### src/rtl/vx_writeback_arbiter_pkg.sv
// rtl/vx_writeback_arbiter_pkg.sv - shared constants, beat struct and index helpers for the writeback arbiter
package vx_writeback_arbiter_pkg;

  localparam int NUM_UNITS_DEF   = 5;
  localparam int NUM_THREADS_DEF = 4;
  localparam int NW_BITS_DEF     = 2;
  localparam int NR_BITS_DEF     = 6;

  // Commit source indices; lower index wins first after reset.
  localparam int EX_ALU = 0;
  localparam int EX_LSU = 1;
  localparam int EX_CSR = 2;
  localparam int EX_FPU = 3;
  localparam int EX_GPU = 4;

  // One writeback beat as held in the output register.
  typedef struct packed {
    logic [NW_BITS_DEF-1:0]       wid;
    logic [NUM_THREADS_DEF-1:0]   tmask;
    logic [31:0]                  PC;
    logic [NR_BITS_DEF-1:0]       rd;
    logic                         eop;
    logic [NUM_THREADS_DEF*32-1:0] data;
  } wb_beat_t;

  // Index width that stays legal for a single-source build.
  function automatic int idx_width(input int n);
    return (n > 1) ? $clog2(n) : 1;
  endfunction

  // Position 'offset' slots after 'base' on a ring of n sources.
  function automatic int rr_index(input int base, input int offset, input int n);
    return (base + offset) % n;
  endfunction

endpackage

### src/rtl/vx_writeback_arbiter_if.sv
// rtl/vx_writeback_arbiter_if.sv - commit-side and GPR-side handshake bundle for the writeback arbiter
interface vx_writeback_arbiter_if
  import vx_writeback_arbiter_pkg::*;
#(
  parameter int NUM_UNITS   = NUM_UNITS_DEF,
  parameter int NUM_THREADS = NUM_THREADS_DEF,
  parameter int NW_BITS     = NW_BITS_DEF,
  parameter int NR_BITS     = NR_BITS_DEF
);

  logic [NUM_UNITS-1:0]                commit_valid;
  logic [NUM_UNITS-1:0]                commit_ready;
  logic [NUM_UNITS*NW_BITS-1:0]        commit_wid;
  logic [NUM_UNITS*NUM_THREADS-1:0]    commit_tmask;
  logic [NUM_UNITS*32-1:0]             commit_PC;
  logic [NUM_UNITS*NR_BITS-1:0]        commit_rd;
  logic [NUM_UNITS-1:0]                commit_wb;
  logic [NUM_UNITS-1:0]                commit_eop;
  logic [NUM_UNITS*NUM_THREADS*32-1:0] commit_data;

  logic                                wb_valid;
  logic                                wb_ready;
  logic [NW_BITS-1:0]                  wb_wid;
  logic [NUM_THREADS-1:0]              wb_tmask;
  logic [31:0]                         wb_PC;
  logic [NR_BITS-1:0]                  wb_rd;
  logic                                wb_eop;
  logic [NUM_THREADS*32-1:0]           wb_data;

  // Arbiter side: consumes commits, produces writebacks.
  modport slave (
    input  commit_valid, commit_wid, commit_tmask, commit_PC, commit_rd,
           commit_wb, commit_eop, commit_data, wb_ready,
    output commit_ready, wb_valid, wb_wid, wb_tmask, wb_PC, wb_rd, wb_eop, wb_data
  );

  // Environment side: execute units plus the GPR file.
  modport master (
    output commit_valid, commit_wid, commit_tmask, commit_PC, commit_rd,
           commit_wb, commit_eop, commit_data, wb_ready,
    input  commit_ready, wb_valid, wb_wid, wb_tmask, wb_PC, wb_rd, wb_eop, wb_data
  );

endinterface

### src/rtl/vx_writeback_arbiter_rr_arbiter.sv
// rtl/vx_writeback_arbiter_rr_arbiter.sv - round-robin picker with a last-grant pointer
module vx_rr_arbiter
  import vx_writeback_arbiter_pkg::*;
#(
  parameter  int NUM_REQ = NUM_UNITS_DEF,
  localparam int IDX_W   = idx_width(NUM_REQ)
) (
  input  logic               clk,
  input  logic               reset,
  input  logic [NUM_REQ-1:0] requests,
  input  logic               enable,
  output logic [NUM_REQ-1:0] grant,
  output logic [IDX_W-1:0]   grant_idx,
  output logic               grant_valid
);

  logic [IDX_W-1:0] last_grant;

  // Search the ring starting one past the previous winner; first requester wins.
  always_comb begin
    int cand;
    cand        = 0;
    grant       = '0;
    grant_idx   = last_grant;
    grant_valid = 1'b0;
    if (enable) begin
      for (int k = 1; k <= NUM_REQ; k++) begin
        cand = rr_index(int'(last_grant), k, NUM_REQ);
        if (!grant_valid && requests[cand]) begin
          grant_valid = 1'b1;
          grant[cand] = 1'b1;
          grant_idx   = IDX_W'(cand);
        end
      end
    end
  end

  // Pointer moves only when a grant is actually taken; starts at the top so index 0 wins first.
  always_ff @(posedge clk) begin
    if (reset) begin
      last_grant <= IDX_W'(NUM_REQ - 1);
    end else if (grant_valid) begin
      last_grant <= grant_idx;
    end
  end

endmodule

### src/rtl/vx_writeback_arbiter.sv
// rtl/vx_writeback_arbiter.sv - serialises unit commit streams into one registered GPR writeback stream (optional WB_ARB_PERF_EN)
module vx_writeback_arbiter
  import vx_writeback_arbiter_pkg::*;
#(
  parameter int NUM_UNITS   = NUM_UNITS_DEF,
  parameter int NUM_THREADS = NUM_THREADS_DEF,
  parameter int NW_BITS     = NW_BITS_DEF,
  parameter int NR_BITS     = NR_BITS_DEF
) (
  input  logic                  clk,
  input  logic                  reset,
  vx_writeback_arbiter_if.slave bus
`ifdef WB_ARB_PERF_EN
  ,
  output logic [63:0]           perf_instrs
`endif
);

  localparam int IDX_W = idx_width(NUM_UNITS);

  typedef enum logic {
    ST_UNLOCKED = 1'b0,
    ST_LOCKED   = 1'b1
  } lock_state_e;

  lock_state_e          lock_state;
  logic [IDX_W-1:0]     lock_unit;

  logic                 out_free;
  logic [NUM_UNITS-1:0] req;
  logic [NUM_UNITS-1:0] grant;
  logic [IDX_W-1:0]     grant_idx;
  logic                 accept;

  wb_beat_t             sel_beat;
  logic                 sel_wb;
  wb_beat_t             beat_q;
  logic                 wb_valid_q;

  // The output slot can take a beat when empty or draining; nothing is accepted during reset.
  assign out_free = !reset && (!wb_valid_q || bus.wb_ready);

  // While a packet is open only its owner may compete, even if it is idle.
  always_comb begin
    req = bus.commit_valid;
    if (lock_state == ST_LOCKED) begin
      req            = '0;
      req[lock_unit] = bus.commit_valid[lock_unit];
    end
  end

  vx_rr_arbiter #(
    .NUM_REQ (NUM_UNITS)
  ) u_rr_arbiter (
    .clk         (clk),
    .reset       (reset),
    .requests    (req),
    .enable      (out_free),
    .grant       (grant),
    .grant_idx   (grant_idx),
    .grant_valid (accept)
  );

  assign bus.commit_ready = grant;

  // One-hot mux of the winning unit's beat fields.
  always_comb begin
    sel_beat = '0;
    sel_wb   = 1'b0;
    for (int u = 0; u < NUM_UNITS; u++) begin
      if (grant[u]) begin
        sel_beat.wid   = bus.commit_wid[u*NW_BITS +: NW_BITS];
        sel_beat.tmask = bus.commit_tmask[u*NUM_THREADS +: NUM_THREADS];
        sel_beat.PC    = bus.commit_PC[u*32 +: 32];
        sel_beat.rd    = bus.commit_rd[u*NR_BITS +: NR_BITS];
        sel_beat.eop   = bus.commit_eop[u];
        sel_beat.data  = bus.commit_data[u*NUM_THREADS*32 +: NUM_THREADS*32];
        sel_wb         = bus.commit_wb[u];
      end
    end
  end

  // Output register: holds while stalled, loads a forwarded beat, empties on a non-writeback beat or idle.
  always_ff @(posedge clk) begin
    if (reset) begin
      wb_valid_q <= 1'b0;
      beat_q     <= '0;
    end else if (out_free) begin
      wb_valid_q <= accept && sel_wb;
      if (accept && sel_wb) begin
        beat_q <= sel_beat;
      end
    end
  end

  // Grant lock: opens on an accepted non-final beat, closes on the owner's final beat.
  always_ff @(posedge clk) begin
    if (reset) begin
      lock_state <= ST_UNLOCKED;
      lock_unit  <= '0;
    end else if (accept) begin
      if (sel_beat.eop) begin
        lock_state <= ST_UNLOCKED;
      end else begin
        lock_state <= ST_LOCKED;
        lock_unit  <= grant_idx;
      end
    end
  end

  assign bus.wb_valid = wb_valid_q;
  assign bus.wb_wid   = beat_q.wid;
  assign bus.wb_tmask = beat_q.tmask;
  assign bus.wb_PC    = beat_q.PC;
  assign bus.wb_rd    = beat_q.rd;
  assign bus.wb_eop   = beat_q.eop;
  assign bus.wb_data  = beat_q.data;

`ifdef WB_ARB_PERF_EN
  logic [63:0] perf_q;

  // Retired-instruction count: every accepted final beat, forwarded or not.
  always_ff @(posedge clk) begin
    if (reset) begin
      perf_q <= '0;
    end else if (accept && sel_beat.eop) begin
      perf_q <= perf_q + 64'd1;
    end
  end

  assign perf_instrs = perf_q;
`endif

endmodule

### src/flat_wrapper.sv
// flat-port wrapper written by rule: the top's interface ports become plain ports
module vx_writeback_arbiter_flat import vx_writeback_arbiter_pkg::*;
#(
  parameter int NUM_UNITS   = NUM_UNITS_DEF,
  parameter int NUM_THREADS = NUM_THREADS_DEF,
  parameter int NW_BITS     = NW_BITS_DEF,
  parameter int NR_BITS     = NR_BITS_DEF
)
  (clk, reset, bus_commit_valid, bus_commit_wid, bus_commit_tmask, bus_commit_PC, bus_commit_rd, bus_commit_wb, bus_commit_eop, bus_commit_data, bus_wb_ready, bus_commit_ready, bus_wb_valid, bus_wb_wid, bus_wb_tmask, bus_wb_PC, bus_wb_rd, bus_wb_eop, bus_wb_data);
  vx_writeback_arbiter_if #(.NUM_UNITS(NUM_UNITS), .NUM_THREADS(NUM_THREADS), .NW_BITS(NW_BITS), .NR_BITS(NR_BITS)) bus_i ();
  input  logic clk;
  input  logic reset;
  input wire logic [$bits(bus_i.commit_valid)-1:0] bus_commit_valid;
  input wire logic [$bits(bus_i.commit_wid)-1:0] bus_commit_wid;
  input wire logic [$bits(bus_i.commit_tmask)-1:0] bus_commit_tmask;
  input wire logic [$bits(bus_i.commit_PC)-1:0] bus_commit_PC;
  input wire logic [$bits(bus_i.commit_rd)-1:0] bus_commit_rd;
  input wire logic [$bits(bus_i.commit_wb)-1:0] bus_commit_wb;
  input wire logic [$bits(bus_i.commit_eop)-1:0] bus_commit_eop;
  input wire logic [$bits(bus_i.commit_data)-1:0] bus_commit_data;
  input wire logic [$bits(bus_i.wb_ready)-1:0] bus_wb_ready;
  output wire logic [$bits(bus_i.commit_ready)-1:0] bus_commit_ready;
  output wire logic [$bits(bus_i.wb_valid)-1:0] bus_wb_valid;
  output wire logic [$bits(bus_i.wb_wid)-1:0] bus_wb_wid;
  output wire logic [$bits(bus_i.wb_tmask)-1:0] bus_wb_tmask;
  output wire logic [$bits(bus_i.wb_PC)-1:0] bus_wb_PC;
  output wire logic [$bits(bus_i.wb_rd)-1:0] bus_wb_rd;
  output wire logic [$bits(bus_i.wb_eop)-1:0] bus_wb_eop;
  output wire logic [$bits(bus_i.wb_data)-1:0] bus_wb_data;
  assign bus_i.commit_valid = bus_commit_valid;
  assign bus_i.commit_wid = bus_commit_wid;
  assign bus_i.commit_tmask = bus_commit_tmask;
  assign bus_i.commit_PC = bus_commit_PC;
  assign bus_i.commit_rd = bus_commit_rd;
  assign bus_i.commit_wb = bus_commit_wb;
  assign bus_i.commit_eop = bus_commit_eop;
  assign bus_i.commit_data = bus_commit_data;
  assign bus_i.wb_ready = bus_wb_ready;
  assign bus_commit_ready = bus_i.commit_ready;
  assign bus_wb_valid = bus_i.wb_valid;
  assign bus_wb_wid = bus_i.wb_wid;
  assign bus_wb_tmask = bus_i.wb_tmask;
  assign bus_wb_PC = bus_i.wb_PC;
  assign bus_wb_rd = bus_i.wb_rd;
  assign bus_wb_eop = bus_i.wb_eop;
  assign bus_wb_data = bus_i.wb_data;
  vx_writeback_arbiter #(.NUM_UNITS(NUM_UNITS), .NUM_THREADS(NUM_THREADS), .NW_BITS(NW_BITS), .NR_BITS(NR_BITS)) u_core (.clk(clk), .reset(reset), .bus(bus_i));
endmodule
### config.mk
export PLATFORM = sky130hd
export DESIGN_NAME = vx_writeback_arbiter_flat
export DESIGN_NICKNAME = d
export VERILOG_FILES = /design/src/rtl/vx_writeback_arbiter_pkg.sv /design/src/rtl/vx_writeback_arbiter_if.sv /design/src/rtl/vx_writeback_arbiter_rr_arbiter.sv /design/src/rtl/vx_writeback_arbiter.sv /design/src/flat_wrapper.sv
export SDC_FILE = /design/constraint.sdc
export NUM_CORES = 1
export LEC_CHECK = 0
export BUFFER_PORTS_ARGS = -buffer_cell sky130_fd_sc_hd__buf_2
export CAP_MARGIN = 15
export CORE_AREA = 2 2 413 415
export DETAILED_ROUTE_END_ITERATION = 8
export DIE_AREA = 0 0 415 417
export HOLD_SLACK_MARGIN = 0.06
export PLACE_DENSITY = 0.3
export SLEW_MARGIN = 20
export SYNTH_ARGS = -nofsm -noshare
export SYNTH_HDL_FRONTEND = slang
export SYNTH_SLANG_ARGS = --single-unit
### constraint.sdc
create_clock -name clk -period 11.1 [get_ports clk]
set_input_delay 0 -clock clk [delete_from_list [all_inputs] [get_ports clk]]
set_output_delay 0 -clock clk [all_outputs]
set_load 0.1 [all_outputs]
# [Word-level counts from Yosys, hierarchy flattened]
# Index checks and enable logic that the tools add are counted.
[classes] addsub=5 n_mul=0 div=5 order_cmp=12 eq_ne=0 shifts=0 muxes=67 n_bitwise=6 n_reduce_logical=21
[ops] op="173-bit two-way mux" count=5
[ops] op="32-bit by 1-bit greater-or-equal comparator with 1-bit output (second input constant)" count=5
[ops] op="32-bit by 5-bit < comparator with 1-bit output (second input constant)" count=5
[ops] op="32-bit by 4-bit remainder unit with 32-bit output (second input constant)" count=5
[ops] op="5-bit two-way mux" count=11
[ops] op="1-bit two-way mux" count=33
[ops] op="5-bit OR" count=4
[ops] op="1-bit binary-select mux with 3-bit select" count=6
[ops] op="1-bit demux with 3-bit select" count=6
[ops] op="3-bit two-way mux" count=6
[ops] op="1-bit logical AND" count=12
[ops] op="3-bit by 2-bit adder with 4-bit output (second input constant)" count=2
[ops] op="3-bit by 3-bit adder with 4-bit output (second input constant)" count=2
[ops] op="1-bit zero test" count=6
[ops] op="5-bit bitwise AND" count=1
[ops] op="3-bit by 1-bit adder with 4-bit output (second input constant)" count=1
[ops] op="3-bit by 4-bit < comparator with 1-bit output (second input constant)" count=1
[ops] op="2-bit AND reduction" count=2
[ops] op="3-bit by 1-bit greater-or-equal comparator with 1-bit output (second input constant)" count=1
[ops] op="1-bit logical OR" count=1
[ops] op="1-bit inverter" count=1
[totals] regBits=181 latchBits=0 mem_bits_rw=0 mem_bits_ro=0 out_inout_bits=179 word_cells=126 n_memories=0

# [Longest topological paths before layout]
[depth] depth_word=34 ltp_mapped=27 ltp_nobuf=22

# [Hierarchy]
# Synthesis repeated with hierarchy kept, for this count alone.
[hier_totals] hier_cells=2415 area_unflattened_um2=17418.0
[modules_own_cells] module="vx_writeback_arbiter" instances=1 cells_per_inst=1991 area_each_um2=14401.3 seq_area_each_um2=3563.4
[modules_own_cells] module="vx_rr_arbiter" instances=1 cells_per_inst=424 area_each_um2=3016.6 seq_area_each_um2=60.1

# [Worst setup path after synthesis]
# OpenSTA, ideal clock, no wires.
[synth_path] path_kind="register to register" startpoint="register u_core.u_rr_arbiter.last_grant[0]" endpoint="register u_core.beat_q, in the netlist u_core.bus.wb_PC[10]" setup_time_ns=0.086 arrival_ns=6.547 required_time_ns=11.014 setup_slack_ns=4.467 stages_incl_launch_ff=26 synth_period_minus_slack_ns=6.633 path_cell_list="dfxtp_1 > buf_6 > clkinv_1 > buf_1 > ha_1 > buf_2 > clkinv_1 > ha_1 > nor2_1 > a211o_1 > nand2_1 > ha_1 > inv_1 > o21ai_0 > o211a_4 > xnor2_1 > a211o_1 > a21o_1 > a211o_1 > a21oi_1 > o21a_1 > clkbuf_1 > clkbuf_1 > a221o_1 > a222oi_1 > a211oi_1"
[synth_between] elab_cells_between_ends=94
[synth_rtl] item="start: declaration" line_no="vx_writeback_arbiter_rr_arbiter.sv:17" rtl="logic [IDX_W-1:0] last_grant;"
[synth_rtl] item="start signal: assignment" line_no="vx_writeback_arbiter_rr_arbiter.sv:41" rtl="last_grant <= IDX_W'(NUM_REQ - 1);"
[synth_rtl] item="start signal: assignment" line_no="vx_writeback_arbiter_rr_arbiter.sv:43" rtl="last_grant <= grant_idx;"
[synth_rtl] item="branches (longest 21 deep; another with 32-bit by 4-bit remainder unit with 32-bit output)"
[synth_rtl] item="5-bit two-way mux *" line_no="vx_writeback_arbiter_rr_arbiter.sv:29" rtl="if (!grant_valid && requests[cand]) begin"
[synth_rtl] item="5-bit two-way mux *" line_no="vx_writeback_arbiter_rr_arbiter.sv:26" rtl="if (enable) begin"
[synth_rtl] item="via bus_commit_ready[1]" line_no="flat_wrapper.sv:22" rtl="output wire logic [$bits(bus_i.commit_ready)-1:0] bus_commit_ready;"
[synth_rtl] item="1-bit two-way mux (4 in series)" line_no="vx_writeback_arbiter.sv:71" rtl="if (grant[u]) begin"
[synth_rtl] item="1-bit logical AND" line_no="vx_writeback_arbiter.sv:90" rtl="if (accept && sel_wb) begin"
[synth_rtl] item="2-bit AND reduction (no source line)"
[synth_rtl] item="end signal: assignment" line_no="vx_writeback_arbiter.sv:91" rtl="beat_q <= sel_beat;"
[synth_rtl] item="end: declaration" line_no="vx_writeback_arbiter.sv:37" rtl="wb_beat_t beat_q;"
# Mark *: on every way through the listed nets, which the timed path passes. The select of a mux whose other input is x is not followed.
# A chain may end at the register's enable or synchronous reset.

# [Worst setup path after layout]
[layout_path] startpoint="register u_core.u_rr_arbiter.last_grant[0]" endpoint="register u_core.beat_q, in the netlist u_core.bus.wb_data[103]"
[layout_between] elab_chain_cells=30 elab_cells_between_ends=94
[layout_lines] item="branches (longest 30 deep; another with 32-bit by 4-bit remainder unit with 32-bit output)"
# Several ways; the timed one is not identified. The select of a mux whose other input is x is not followed.

==> results.toml <==
[global_route]
grt_start_max_net_pins = 123
track_usage = 0.136
antenna_found_initial = 35
globalRouteOverflowTotal = 0
grt_pass1_vias = 21200
grt_pass1_wl_mm = 167

[sta]
max_freq_mhz = 122
hold_violations = 0
tightest_slew_ns = 1.18
skew_ns = 0.0280
rsz0062_at_grt = "false"
finalCritPeriodShare = 0.739
relSlewSlack = 0.211
tns_ns = 0
setup_viol = 0
post-route-min-period_ns = 8.20
final_max_slew_viol_count = 0

[power]
peakVddDrop_mv = 0.426
power_mw = 11.7
seqPwrFrac = 0.079
p_leak_nw = 10.1
swShare = 0.535
powerDensity_nw_per_um2 = 445
combinationalPowerShare = 0.862
switchingPower_mw = 6.24
clkPwrFrac = 0.059
power.internal_mw = 5.42

[worst_setup_path]
slowest_stage = "a2111oi_4"
r2r_setup_slack_ns = 2.90
worstPathArrival_ns = 8.66
crit_type = "register to register"
start_kind = "register"
required_ns = 11.57
critPathBufInv = 5
crit_top_cell = "ha_1"
path_cells = "buf_4 > ha_1 > xnor2_4 > inv_1 > ha_1 > nor4b_1 > nor3_1 > xnor2_1 > ha_1 > nand2b_1 > a2111oi_4 > a211oi_1 > a2111oi_0 > a311oi_2 > nor2_1 > a41oi_2 > a21o_1 > inv_8 > buf_4 > a221o_1 > a222oi_1 > dlygate4sd3_1 > a211oi_1"
worst-path-max-fanout = 102
cp-startpoint = "u_core.u_rr_arbiter.last_grant[0]"
cp_num_cells = 23
reg2reg_from = "u_core.u_rr_arbiter.last_grant[0]"
r2r-end = "u_core.bus.wb_data[103]"
max_stage_delay_ns = 0.66
endpoint = "u_core.bus.wb_data[103]"
reg2reg_depth = 23
end_kind = "register"
path_delay_family = "compound AO/OA/AOI/OAI gates"

[route]
routed_wl_mm = 124
drc = 0
vias_per_cell = 4.01
drtIter0Drc = 1845
wl_per_cell_um = 23.9
ant_nets = 0
first_pass_iters = 9
vias = 20800

[yosys]
synth_top_family_by_area = "compound AO/OA/AOI/OAI gates"
synthesis.area_um2 = 14500
netlist_instances = 1692
synth-xor-area-share = 0.00965
synth_edf_count = 0
synth-seq-cells = 181
synthSimpleGateAreaFrac = 0.197
synth_ff_type = "dfxtp_1"
synthMuxAreaShare = 0.0100
synth_nets = 2606
yosysWarnings = 0
async_reset_ff_frac = 0
ys_seq_area_frac = 0.250
synth_adder_area_share = 0.0315
synth_compound_area_frac = 0.421
yosys.cell_types.count = 94
synth.avg_cell_area_um2 = 8.58

[floorplan]
core_um2 = 169000
die_h_um = 417
rows = 151
die-area_um2 = 173000
start_util = 0.0862
ios = 1057
die_w_um = 415

[cells_and_area]
drive_gt1_frac = 0.395
final.fill_count = 19500
seq_area_um2 = 3620
layoutNonFillerInstCount = 5199
fin_nets = 3862
syn_to_final_growth_pct = 80.3
multi_input_area_um2 = 9770

[flow_run]
maxCapViolations = 0

[status]
outcome = "complete, no violations"

[place]
gp_congestion = 0.825
port_buffers = 1056
post-dp-hpwl_mm = 98.6
placed_cells = 4797

[clock_network]
cts_setup_buffers = 0
cts-htree-levels = 4
ctsResizeCount = 0
numCtsBuffers = 17
clock_path_buffers = 2
hold_buffers = 350
cts_sinks = 181
cts-root-buf = "clkbuf_16"
cts_tree = "done"
clk_pin_slew_ns = 0.10
clk_latency_ns = 0.55

[min_path]
hold_class = "primary input to register"
==> final cells by class <==
class / instances / area share
Timing Repair Buffer: 1448 / 0.353
Inverter: 31 / 0.00473
Antenna cell: 20 / 0.00191
Sequential cell: 181 / 0.138
Clock inverter: 15 / 0.00621
Multi-Input combinational cell: 1269 / 0.373
Tap cell: 2218 / 0.106
Clock buffer: 17 / 0.0162
==> cells in the final DEF, fill, tap and decap left out, drive strengths merged, types with 8 or more instances in the layout <==
cell,count
dfxtp,181
a221o,172
dlygate4sd3,350
nor2b,11
nor3,184
a21oi,31
nand4,10
o21a,9
ha,35
nand2b,187
a222oi,173
o211ai,12
clkinv,10
o21ai,25
clkbuf,18
diode,20
nor2,30
nor4,8
mux2i,10
a211oi,189
o31ai,8
inv,35
nand2,25
buf,1097
a31oi,8
xnor2,12
==> worst register-to-register path, delay by kind of cell (launching register included) <==
family / cells / cell delay [ns]
AOI/OAI and AO/OA: 9 / 2.55
buffers and inverters: 5 / 2.41
adders and majority gates: 3 / 1.19
and+or+nand+nor: 4 / 0.94
xor gates and xnor gates: 2 / 0.72
DFF: 1 / 0.32
==> synthesized netlist by cell type, types with 25 or more instances <==
cell type | count | area share
a211oi_1 | 186 | 0.096
a21oi_1 | 30 | 0.010
a221o_1 | 172 | 0.12
a222oi_1 | 173 | 0.12
buf_2 | 83 | 0.029
clkbuf_1 | 101 | 0.026
dfxtp_1 | 181 | 0.25
ha_1 | 35 | 0.030
inv_1 | 27 | 0.0070
nand2_1 | 25 | 0.0065
nand2b_1 | 187 | 0.081
nor2_1 | 29 | 0.0075
nor3_1 | 184 | 0.063
==> worst min path at each step <==
stage | slack, ns | end | from | depth (start not counted)
global route | 0.16 | u_core.bus.wb_rd[2] | bus_commit_wb[1] | 5
floorplan | 0.16 | u_core.bus.wb_eop | bus_commit_eop[4] | 2
finish | 0.17 | u_core.lock_unit[2] | bus_commit_eop[1] | 5
detailed placement | 0.30 | u_core.bus.wb_eop | bus_commit_eop[4] | 3
global placement | 0.30 | u_core.bus.wb_eop | bus_commit_eop[4] | 3
CTS | 0.11 | u_core.lock_unit[2] | bus_commit_eop[1] | 5
==> state kept, by name (all words and copies together) (netlist names) <==
name	count
u_core.bus.wb_wid	2
u_core.bus.wb_tmask	4
u_core.bus.wb_valid	1
u_core.lock_state	1
u_core.bus.wb_eop	1
u_core.bus.wb_rd	6
u_core.bus.wb_PC	32
u_core.bus.wb_data	128
u_core.u_rr_arbiter.last_grant	3
u_core.lock_unit	3
==> cells by family after synthesis <==
kind of cell | count (synthesis)
adders and majority gates | 36
muxes | 14
and+or+nand+nor | 506
DFF | 181
xor gates and xnor gates | 13
AOI/OAI and AO/OA | 700
buffers and inverters | 242
==> per-layer routing <==
metal | share of wire | global-route usage | vias up
met2 | 0.52 | 0.250 | 807
met3 | 0.078 | 0.0447 | 102
li1 | - | - | 9610
met4 | 0.023 | 0.0352 | 22
met5 | 0.0010 | 0 | -
met1 | 0.37 | 0.148 | 10300
==> power groups by stage <==
stage          sequential [mW]  combinational (mW)  clock (mW)
3_3_place_gp             0.942                8.69           0
4_1_cts                  0.928                10.2       0.737
3_5_place_dp             0.943                8.65           0
2_1_floorplan             1.78                5.28           0
6_report                 0.924                10.1       0.683
5_1_grt                  0.942                10.9       0.750
==> stage by stage <==
step | area, µm² | worst slack (ns) | hold slack [ns] | utilization
6_report | 26200 | 2.90 | 0.168 | 0.155
3_5_place_dp | 22000 | 3.38 | 0.296 | 0.131
4_1_cts | 26100 | 2.88 | 0.108 | 0.155
3_3_place_gp | 22000 | 3.41 | 0.296 | 0.131
5_1_grt | 26200 | 2.19 | 0.159 | 0.155
2_1_floorplan | 14500 | 4.47 | 0.165 | -
(Power assumes the default switching activity.)
